**src/rtl/dm_pkg.sv**
```systemverilog
// ============================================================================
// Module   : dm_pkg
// Brief    : Shared widths and FSM state type for the data-memory sequencer.
// Revision : 1.0
// ============================================================================
`default_nettype none

package dm_pkg;
    localparam int AW = 8;
    localparam int DW = 8;
    localparam int LW = 8;

    typedef enum logic [1:0] {
        IDLE = 2'd0,
        RD   = 2'd1,
        WR   = 2'd2,
        DONE = 2'd3
    } xfer_state_t;
endpackage

`default_nettype wire

```
**src/rtl/dm_xfer_ctrl_if.sv**
```systemverilog
// ============================================================================
// Module   : dm_xfer_ctrl_if
// Brief    : Copy-request, core load/store and data-memory bundle.
// Revision : 1.0
// ============================================================================
`default_nettype none

interface dm_xfer_ctrl_if;
    import dm_pkg::*;

    logic          start;
    logic [AW-1:0] src_adr;
    logic [AW-1:0] dst_adr;
    logic [LW-1:0] len;
    logic          busy;
    logic          done;
    logic          core_stall;
    logic [AW-1:0] core_adr;
    logic          core_we;
    logic [DW-1:0] core_wdat;
    logic [DW-1:0] core_rdat;
    logic [AW-1:0] mem_adr;
    logic          mem_we;
    logic [DW-1:0] mem_wdat;
    logic [DW-1:0] mem_rdat;

    modport slave (
        input  start, src_adr, dst_adr, len, core_adr, core_we, core_wdat, mem_rdat,
        output busy, done, core_stall, core_rdat, mem_adr, mem_we, mem_wdat
    );

    modport master (
        output start, src_adr, dst_adr, len, core_adr, core_we, core_wdat, mem_rdat,
        input  busy, done, core_stall, core_rdat, mem_adr, mem_we, mem_wdat
    );
endinterface

`default_nettype wire

```
**src/rtl/dm_port_mux.sv**
```systemverilog
// ============================================================================
// Module   : dm_port_mux
// Brief    : Selects core or copy-engine drive onto the data-memory port.
// Revision : 1.0
// ============================================================================
`default_nettype none

module dm_port_mux
    import dm_pkg::*;
(
    input  xfer_state_t   i_state,
    input  wire [AW-1:0]  i_core_adr,
    input  wire           i_core_we,
    input  wire [DW-1:0]  i_core_wdat,
    input  wire [AW-1:0]  i_src,
    input  wire [AW-1:0]  i_dst,
    input  wire [DW-1:0]  i_rd_dat,
    output logic [AW-1:0] o_mem_adr,
    output logic          o_mem_we,
    output logic [DW-1:0] o_mem_wdat
);

    always_comb begin
        o_mem_adr  = i_core_adr;
        o_mem_we   = i_core_we;
        o_mem_wdat = i_core_wdat;
        unique case (i_state)
            IDLE: ;
            RD: begin
                o_mem_adr = i_src;
                o_mem_we  = 1'b0;
            end
            // Byte fetched in RD is on the read bus now; write it straight back out.
            WR: begin
                o_mem_adr  = i_dst;
                o_mem_we   = 1'b1;
                o_mem_wdat = i_rd_dat;
            end
            DONE: begin
                o_mem_adr  = i_dst;
                o_mem_we   = 1'b0;
                o_mem_wdat = i_rd_dat;
            end
            default: ;
        endcase
    end

endmodule

`default_nettype wire

```
**src/rtl/dm_xfer_ctrl.sv**
```systemverilog
// ============================================================================
// Module   : dm_xfer_ctrl
// Brief    : Data-memory arbiter with block-copy engine that stalls the core.
// Revision : 1.0
// ============================================================================
`default_nettype none

module dm_xfer_ctrl
    import dm_pkg::*;
(
    input  wire           clk,
    input  wire           reset,
    dm_xfer_ctrl_if.slave bus
);

    xfer_state_t   r_state;
    xfer_state_t   w_next;
    logic [AW-1:0] r_src;
    logic [AW-1:0] r_dst;
    logic [LW-1:0] r_cnt;

    always_ff @(posedge clk or posedge reset) begin
        if (reset) r_state <= IDLE;
        else       r_state <= w_next;
    end

    always_comb begin
        w_next = r_state;
        unique case (r_state)
            IDLE:    if (bus.start) w_next = (bus.len == '0) ? DONE : RD;
            RD:      w_next = WR;
            WR:      w_next = (r_cnt == LW'(1)) ? DONE : RD;
            DONE:    w_next = IDLE;
            default: w_next = IDLE;
        endcase
    end

    // Addresses roll over naturally at the AW-bit boundary.
    always_ff @(posedge clk or posedge reset) begin
        if (reset) begin
            r_src <= '0;
            r_dst <= '0;
            r_cnt <= '0;
        end else if (r_state == IDLE && bus.start) begin
            r_src <= bus.src_adr;
            r_dst <= bus.dst_adr;
            r_cnt <= bus.len;
        end else if (r_state == WR) begin
            r_src <= r_src + AW'(1);
            r_dst <= r_dst + AW'(1);
            r_cnt <= r_cnt - LW'(1);
        end
    end

    assign bus.busy       = (r_state == RD) || (r_state == WR);
    assign bus.done       = (r_state == DONE);
    assign bus.core_stall = (r_state != IDLE);
    assign bus.core_rdat  = bus.mem_rdat;

    dm_port_mux u_port_mux (
        .i_state     (r_state),
        .i_core_adr  (bus.core_adr),
        .i_core_we   (bus.core_we),
        .i_core_wdat (bus.core_wdat),
        .i_src       (r_src),
        .i_dst       (r_dst),
        .i_rd_dat    (bus.mem_rdat),
        .o_mem_adr   (bus.mem_adr),
        .o_mem_we    (bus.mem_we),
        .o_mem_wdat  (bus.mem_wdat)
    );

endmodule

`default_nettype wire

```
**src/flat_wrapper.sv**
```systemverilog
// flat-port wrapper written by rule: the top's interface ports become plain ports
module dm_xfer_ctrl_flat import dm_pkg::*;
  (clk, reset, bus_start, bus_src_adr, bus_dst_adr, bus_len, bus_core_adr, bus_core_we, bus_core_wdat, bus_mem_rdat, bus_busy, bus_done, bus_core_stall, bus_core_rdat, bus_mem_adr, bus_mem_we, bus_mem_wdat);
  dm_xfer_ctrl_if bus_i ();
  input  wire clk;
  input  wire reset;
  input wire logic [$bits(bus_i.start)-1:0] bus_start;
  input wire logic [$bits(bus_i.src_adr)-1:0] bus_src_adr;
  input wire logic [$bits(bus_i.dst_adr)-1:0] bus_dst_adr;
  input wire logic [$bits(bus_i.len)-1:0] bus_len;
  input wire logic [$bits(bus_i.core_adr)-1:0] bus_core_adr;
  input wire logic [$bits(bus_i.core_we)-1:0] bus_core_we;
  input wire logic [$bits(bus_i.core_wdat)-1:0] bus_core_wdat;
  input wire logic [$bits(bus_i.mem_rdat)-1:0] bus_mem_rdat;
  output wire logic [$bits(bus_i.busy)-1:0] bus_busy;
  output wire logic [$bits(bus_i.done)-1:0] bus_done;
  output wire logic [$bits(bus_i.core_stall)-1:0] bus_core_stall;
  output wire logic [$bits(bus_i.core_rdat)-1:0] bus_core_rdat;
  output wire logic [$bits(bus_i.mem_adr)-1:0] bus_mem_adr;
  output wire logic [$bits(bus_i.mem_we)-1:0] bus_mem_we;
  output wire logic [$bits(bus_i.mem_wdat)-1:0] bus_mem_wdat;
  assign bus_i.start = bus_start;
  assign bus_i.src_adr = bus_src_adr;
  assign bus_i.dst_adr = bus_dst_adr;
  assign bus_i.len = bus_len;
  assign bus_i.core_adr = bus_core_adr;
  assign bus_i.core_we = bus_core_we;
  assign bus_i.core_wdat = bus_core_wdat;
  assign bus_i.mem_rdat = bus_mem_rdat;
  assign bus_busy = bus_i.busy;
  assign bus_done = bus_i.done;
  assign bus_core_stall = bus_i.core_stall;
  assign bus_core_rdat = bus_i.core_rdat;
  assign bus_mem_adr = bus_i.mem_adr;
  assign bus_mem_we = bus_i.mem_we;
  assign bus_mem_wdat = bus_i.mem_wdat;
  dm_xfer_ctrl u_core (.clk(clk), .reset(reset), .bus(bus_i));
endmodule
```
**config.mk**
```make
export PLATFORM = sky130hd
export DESIGN_NAME = dm_xfer_ctrl_flat
export DESIGN_NICKNAME = d
export VERILOG_FILES = /design/src/rtl/dm_pkg.sv /design/src/rtl/dm_xfer_ctrl_if.sv /design/src/rtl/dm_port_mux.sv /design/src/rtl/dm_xfer_ctrl.sv /design/src/flat_wrapper.sv
export SDC_FILE = /design/constraint.sdc
export NUM_CORES = 1
export LEC_CHECK = 0
export BUFFER_PORTS_ARGS = -buffer_cell sky130_fd_sc_hd__buf_2
export CAP_MARGIN = 20
export CORE_MARGIN = 2
export CORE_UTILIZATION = 51
export DETAILED_ROUTE_END_ITERATION = 10
export PLACE_DENSITY = 0.92
export RECOVER_POWER = 100
export SLEW_MARGIN = 20
export SYNTH_ARGS = -nofsm -noshare
export SYNTH_HDL_FRONTEND = slang
export SYNTH_SLANG_ARGS = --single-unit
```
**constraint.sdc**
```tcl
create_clock -name clk -period 5.15 [get_ports clk]
set_input_delay 1.03 -clock clk [delete_from_list [all_inputs] [get_ports clk]]
set_output_delay 1.03 -clock clk [all_outputs]
set_load 0.005 [all_outputs]
```
; ---- Word level (Yosys, flattened, before mapping)
; Cells that the tools add are included.
[word_totals]
wordCells = 33
output_inout_bits = 28
reg_bits = 26
inputBits = 52
[classes]
add_sub_neg = 3
n_reduce_logical = 8
eq_ne = 5
muxes = 13
[op_table]
columns = operator, count
row1 = two-way mux 8 bit, 7
row2 = "adder 8 x 1 -> 8 bit, second input constant", 2
row3 = one-hot mux 8 bit (2 select lines), 1
row4 = "equality test 8 x 1 -> 1 bit, second input constant", 1
row5 = zero test 8 bit, 1
row6 = one-hot mux 2 bit (4 select lines), 1
row7 = "subtractor 8 x 1 -> 8 bit, second input constant", 1
row8 = two-way mux 2 bit, 3
row9 = "equality test 2 bit, second input constant", 2
row10 = nonzero test 2 bit, 2
row11 = OR reduction 2 bit, 2
row12 = "equality test 2 x 1 -> 1 bit, second input constant", 1
row13 = zero test 2 bit, 1
row14 = "!= test 2 bit, second input constant", 1
row15 = one-hot mux 1 bit (2 select lines), 1
row16 = logical AND 1 bit, 1
row17 = logical OR 1 bit, 1

; ---- Longest topological paths before layout
[logic_depth]
word_depth = 4
depth_mapped = 7
ltp_nobuf = 5

; ---- Modules after synthesis
; Synthesis repeated with hierarchy kept, for this count alone.
[hier_totals]
hier_cells = 208
area_unflattened_um2 = 1814.2
[modules_own_cells]
columns = module, cells_each, instances, area_per_inst_um2, seq_area_each_um2
row1 = dm_xfer_ctrl, 170, 1, 1520.2, 650.6
row2 = dm_port_mux, 38, 1, 294.0, 0.0

; ---- Least setup slack after synthesis
; Ideal clock, no wire load.
[synth_path]
kind = reg2out
startpoint = reg u_core.r_state[0]
endpoint = out bus_mem_wdat[0]
path_stages_with_launch = 8
slack_ns = 2.461
t_required_ns = 4.120
arrival_time_ns = 1.659
path_buffers = 2
cell_sequence = dfrtp_1 -> inv_1 -> ha_1 -> clkbuf_1 -> buf_1 -> nor2_1 -> nand2_1 -> nand2_1
[synth_via]
elab_chain_cells = 3
elab_cells_between_ends = 4
classes_between = eq/ne: 2 / mux: 1 / reduce/logical: 1
[synth_rtl]
columns = item, line_no
row1 = start: declaration, dm_xfer_ctrl.sv:16  ; xfer_state_t r_state;
row2 = start signal: assignment, dm_xfer_ctrl.sv:24  ; else r_state <= w_next;
row3 = equality test 2 bit, dm_port_mux.sv:27  ; unique case (i_state)
row4 = OR reduction 2 bit (no line) (*), -
row5 = two-way mux 8 bit (*), dm_port_mux.sv:27
row6 = end: declaration, flat_wrapper.sv:21  ; output wire logic [$bits(bus_i.mem_wdat)-1:0] bus_mem_wdat;
; Every way passes the cells marked *; elsewhere a longest branch is shown, timed or not.

; ---- Final worst setup path
[layout_path]
startpoint = reg u_core.r_state[0]
endpoint = out bus_mem_adr[1]
[layout_via]
elab_chain_cells = 3
elab_cells_between_ends = 5
classes_between = eq/ne: 3 / mux: 1 / reduce/logical: 1
[layout_rtl]
columns = item, line_no
row1 = equality test 2 bit, dm_port_mux.sv:27
row2 = OR reduction 2 bit (no line), -
row3 = one-hot mux 8 bit (2 select lines) (*), dm_port_mux.sv:27
row4 = end: declaration, flat_wrapper.sv:19  ; output wire logic [$bits(bus_i.mem_adr)-1:0] bus_mem_adr;
; Marks and branches as above.

==> impl_metrics.tcl <==
set metrics [dict create \
    final_cell_area_sq_um 2180 \
    die_h_microns 63.32 \
    worst_pin_slew_ns 0.9620 \
    drtPass1Iterations 4 \
    synth_area_sq_um 1794 \
    die-width_microns 63.32 \
    r2r_setup_slack_ns 2.46 \
    start_kind "register" \
    relSlewSlack_pct 35.80 \
    grt_pass1_wl_microns 7362 \
    rsz0062_at_grt "false" \
    cap_violations 0 \
    cts_buffer_depth 2 \
    drc 0 \
    cp.required_ns 4.12 \
    max_freq_mhz 275.7 \
    cts_hold_buf 0 \
    n_antenna_cell 0 \
    htreeDepth 1 \
    synth_edf_count 0 \
    postRouteWirelength_microns 4478 \
    synthArstFlopShare_pct 100.0 \
    crit_path_end_kind "output pin" \
    skew_ns 0.002455 \
    synth_nets 289 \
    grt_max_degree 27 \
    drive_gt1_share_pct 26.03 \
    start_util_pct 53.35 \
    cts-root-buf "clkbuf_4" \
    ys_ff_latch 26 \
    slew_violations 0 \
    outcome "completed" \
    setup_tns_ns 0 \
    path_cells "inv_1, ha_1, clkbuf_1, or2_2, a22oi_1, o21ai_0, clkbuf_1" \
    detail-route-antenna-nets 0 \
    rows 21 \
    post-route-period-util_pct 70.44 \
    drt_iter0_drc 101 \
    clk_pin_slew_ns 0.14 \
    postSynthCellCount 228 \
    cpMaxStageDelayCell "clkbuf_1" \
    min_period_ns 3.628 \
    cts_sinks 26 \
    grt_antenna_before_repair 0 \
    synth_cell_types 32 \
    dpl_cell_area_sq_um 2150 \
    synth_top_flop_cell "dfrtp_1" \
    grt_overflow_total 0 \
    place_congestion 0.8373 \
    grt_pass1_vias 1740 \
    final-hold-violation-count 0 \
    cts_buffers 3 \
    powerDensity_nw_per_um2 525.7 \
    io_buffer_count 79 \
    cts_setup_buffers 0 \
    path_max_fanout 22 \
    path_class "register to output pin" \
    cts_tree "done" \
    ios 80 \
    grtUsageTotal_pct 22.76 \
    cp.arrival_ns 2.60 \
    slowest_delay_ns 0.72 \
    syn2layout_area_growth_pct 21.48 \
    die_area_sq_um 4009 \
    wire_per_inst_microns 13.25 \
    design.core.area_sq_um 3363 \
    worstSkewPairLatency_ns 0.33 \
    dp_hpwl_microns 3386 \
    setup_violations 0 \
    ctsResizeCount 0 \
    syn_avg_cell_area_sq_um 7.869 \
    nFillCells 309 \
    fin_nets 354 \
    via_per_inst 5.488 \
    hold_class "register to register" \
    num_vias 1855 \
    crit_top_cell "clkbuf_1" \
    ir_drop_uv 251.6 \
    ys_seq_area_share_pct 36.26 \
    leakage_nw 0.9796 \
    yosysWarningCount 0 \
]
[layer usage]
metal | wire length, microns | share of wire (%) | GRT usage [%] | vias up
met5 | 0 | 0 | 0 | -
met4 | 51 | 1.1 | 7.609 | 0
met3 | 355 | 7.9 | 4.464 | 4
met2 | 2157 | 48 | 40.43 | 75
met1 | 1914 | 43 | 27.55 | 856
li1 | - | - | - | 920
[flip-flops by register name, summed over array words and instances, names as in the netlist]
name            cells
u_core.r_cnt        8
u_core.r_dst        8
u_core.r_src        8
u_core.r_state      2
[where the power goes]
group          leakage, nW  internal [mW]  switching, mW
combinational        0.649          0.245          0.328
clock               0.0279         0.0788         0.0645
sequential           0.302          0.304          0.124
total                0.980          0.628          0.517
[critical path, delay by kind of cell, from the launching register on]
family / cells / cell delay (ns)
buffers and inverters: 3 / 1.00
AO/OA/AOI/OAI: 2 / 0.26
flip-flops: 1 / 0.43
adder cells (fa/ha/maj): 1 / 0.16
AND/OR/NAND/NOR: 1 / 0.42
[synthesized netlist by cell type, types with 2 or more instances]
master,instances,area [sq um]
o31ai_1,2,15.01
ha_1,9,112.6
mux2i_1,2,20.02
or3_1,8,50.05
nor2_1,13,48.80
clkbuf_1,11,41.29
or4_1,2,15.01
dfrtp_1,26,650.6
a22oi_1,8,60.06
o21ai_0,31,155.2
nand4_1,8,50.05
a31oi_1,11,68.82
nand2_1,55,206.5
xor2_1,7,61.31
or3_2,3,22.52
xnor2_1,3,26.28
inv_1,7,26.28
buf_4,8,60.06
[metrics by stage]
step	power, mW	hold slack [ns]	setup WS [ns]	utilization, %	instances
after floorplan	0.8068	0.5346	2.461	-	228
after CTS	1.157	0.5860	2.004	65.48	338
final	1.146	0.5959	1.522	64.81	338
after detailed placement	1.015	0.5674	2.388	63.91	334
after global placement	0.9849	0.5604	2.459	63.91	334
after global routing	1.264	0.6279	1.242	64.81	338
[path summary, 6_finish.rpt]
| kind | startpoint | end | depth (start not counted) |
|---|---|---|---|
| min reg2reg | u_core.r_cnt[7]$_DFFE_PP0P_ | u_core.r_cnt[7]$_DFFE_PP0P_ | 2 |
| max | u_core.r_state[0]$_DFFE_PP0P_ | bus_mem_adr[1] | 7 |
| min | u_core.r_cnt[7]$_DFFE_PP0P_ | u_core.r_cnt[7]$_DFFE_PP0P_ | 2 |
| max reg2reg | u_core.r_state[0]$_DFFE_PP0P_ | u_core.r_cnt[3]$_DFFE_PP0P_ | 6 |
| min in group asynchronous | reset | u_core.r_cnt[4]$_DFFE_PP0P_ | 2 |
| max in group asynchronous | reset | u_core.r_cnt[6]$_DFFE_PP0P_ | 2 |
[cells by family after synthesis]
group	synth area share (%)
XOR/XNOR	4.882
AO/OA/AOI/OAI	17.99
AND/OR/NAND/NOR	25.52
adder cells (fa/ha/maj)	6.276
multiplexers	1.743
buffers and inverters	7.322
flip-flops	36.26
[final cells by class]
type	instances	area, sq um	area share, %
multi-input cells	175	1012	46.44
inverters	7	26.28	1.206
clock buffers	3	22.52	1.033
repair buffers	80	380.4	17.45
clock inverters	1	30.03	1.378
well taps	46	57.56	2.641
flip-flops and latches	26	650.6	29.85
[cells in the final DEF, fill, tap and decap left out, types with 2 or more instances in the layout]
cell,n
nand4_1,8
or3_1,8
buf_2,64
a31oi_1,11
clkbuf_4,3
o21ai_0,31
xor2_1,7
or4_1,2
nand2_1,55
clkbuf_1,16
xnor2_1,3
or3_2,3
nor2_1,13
mux2i_1,2
ha_1,9
inv_1,7
o31ai_1,2
a22oi_1,8
dfrtp_1,26
No activity file was read; power rests on OpenSTA's default activity.
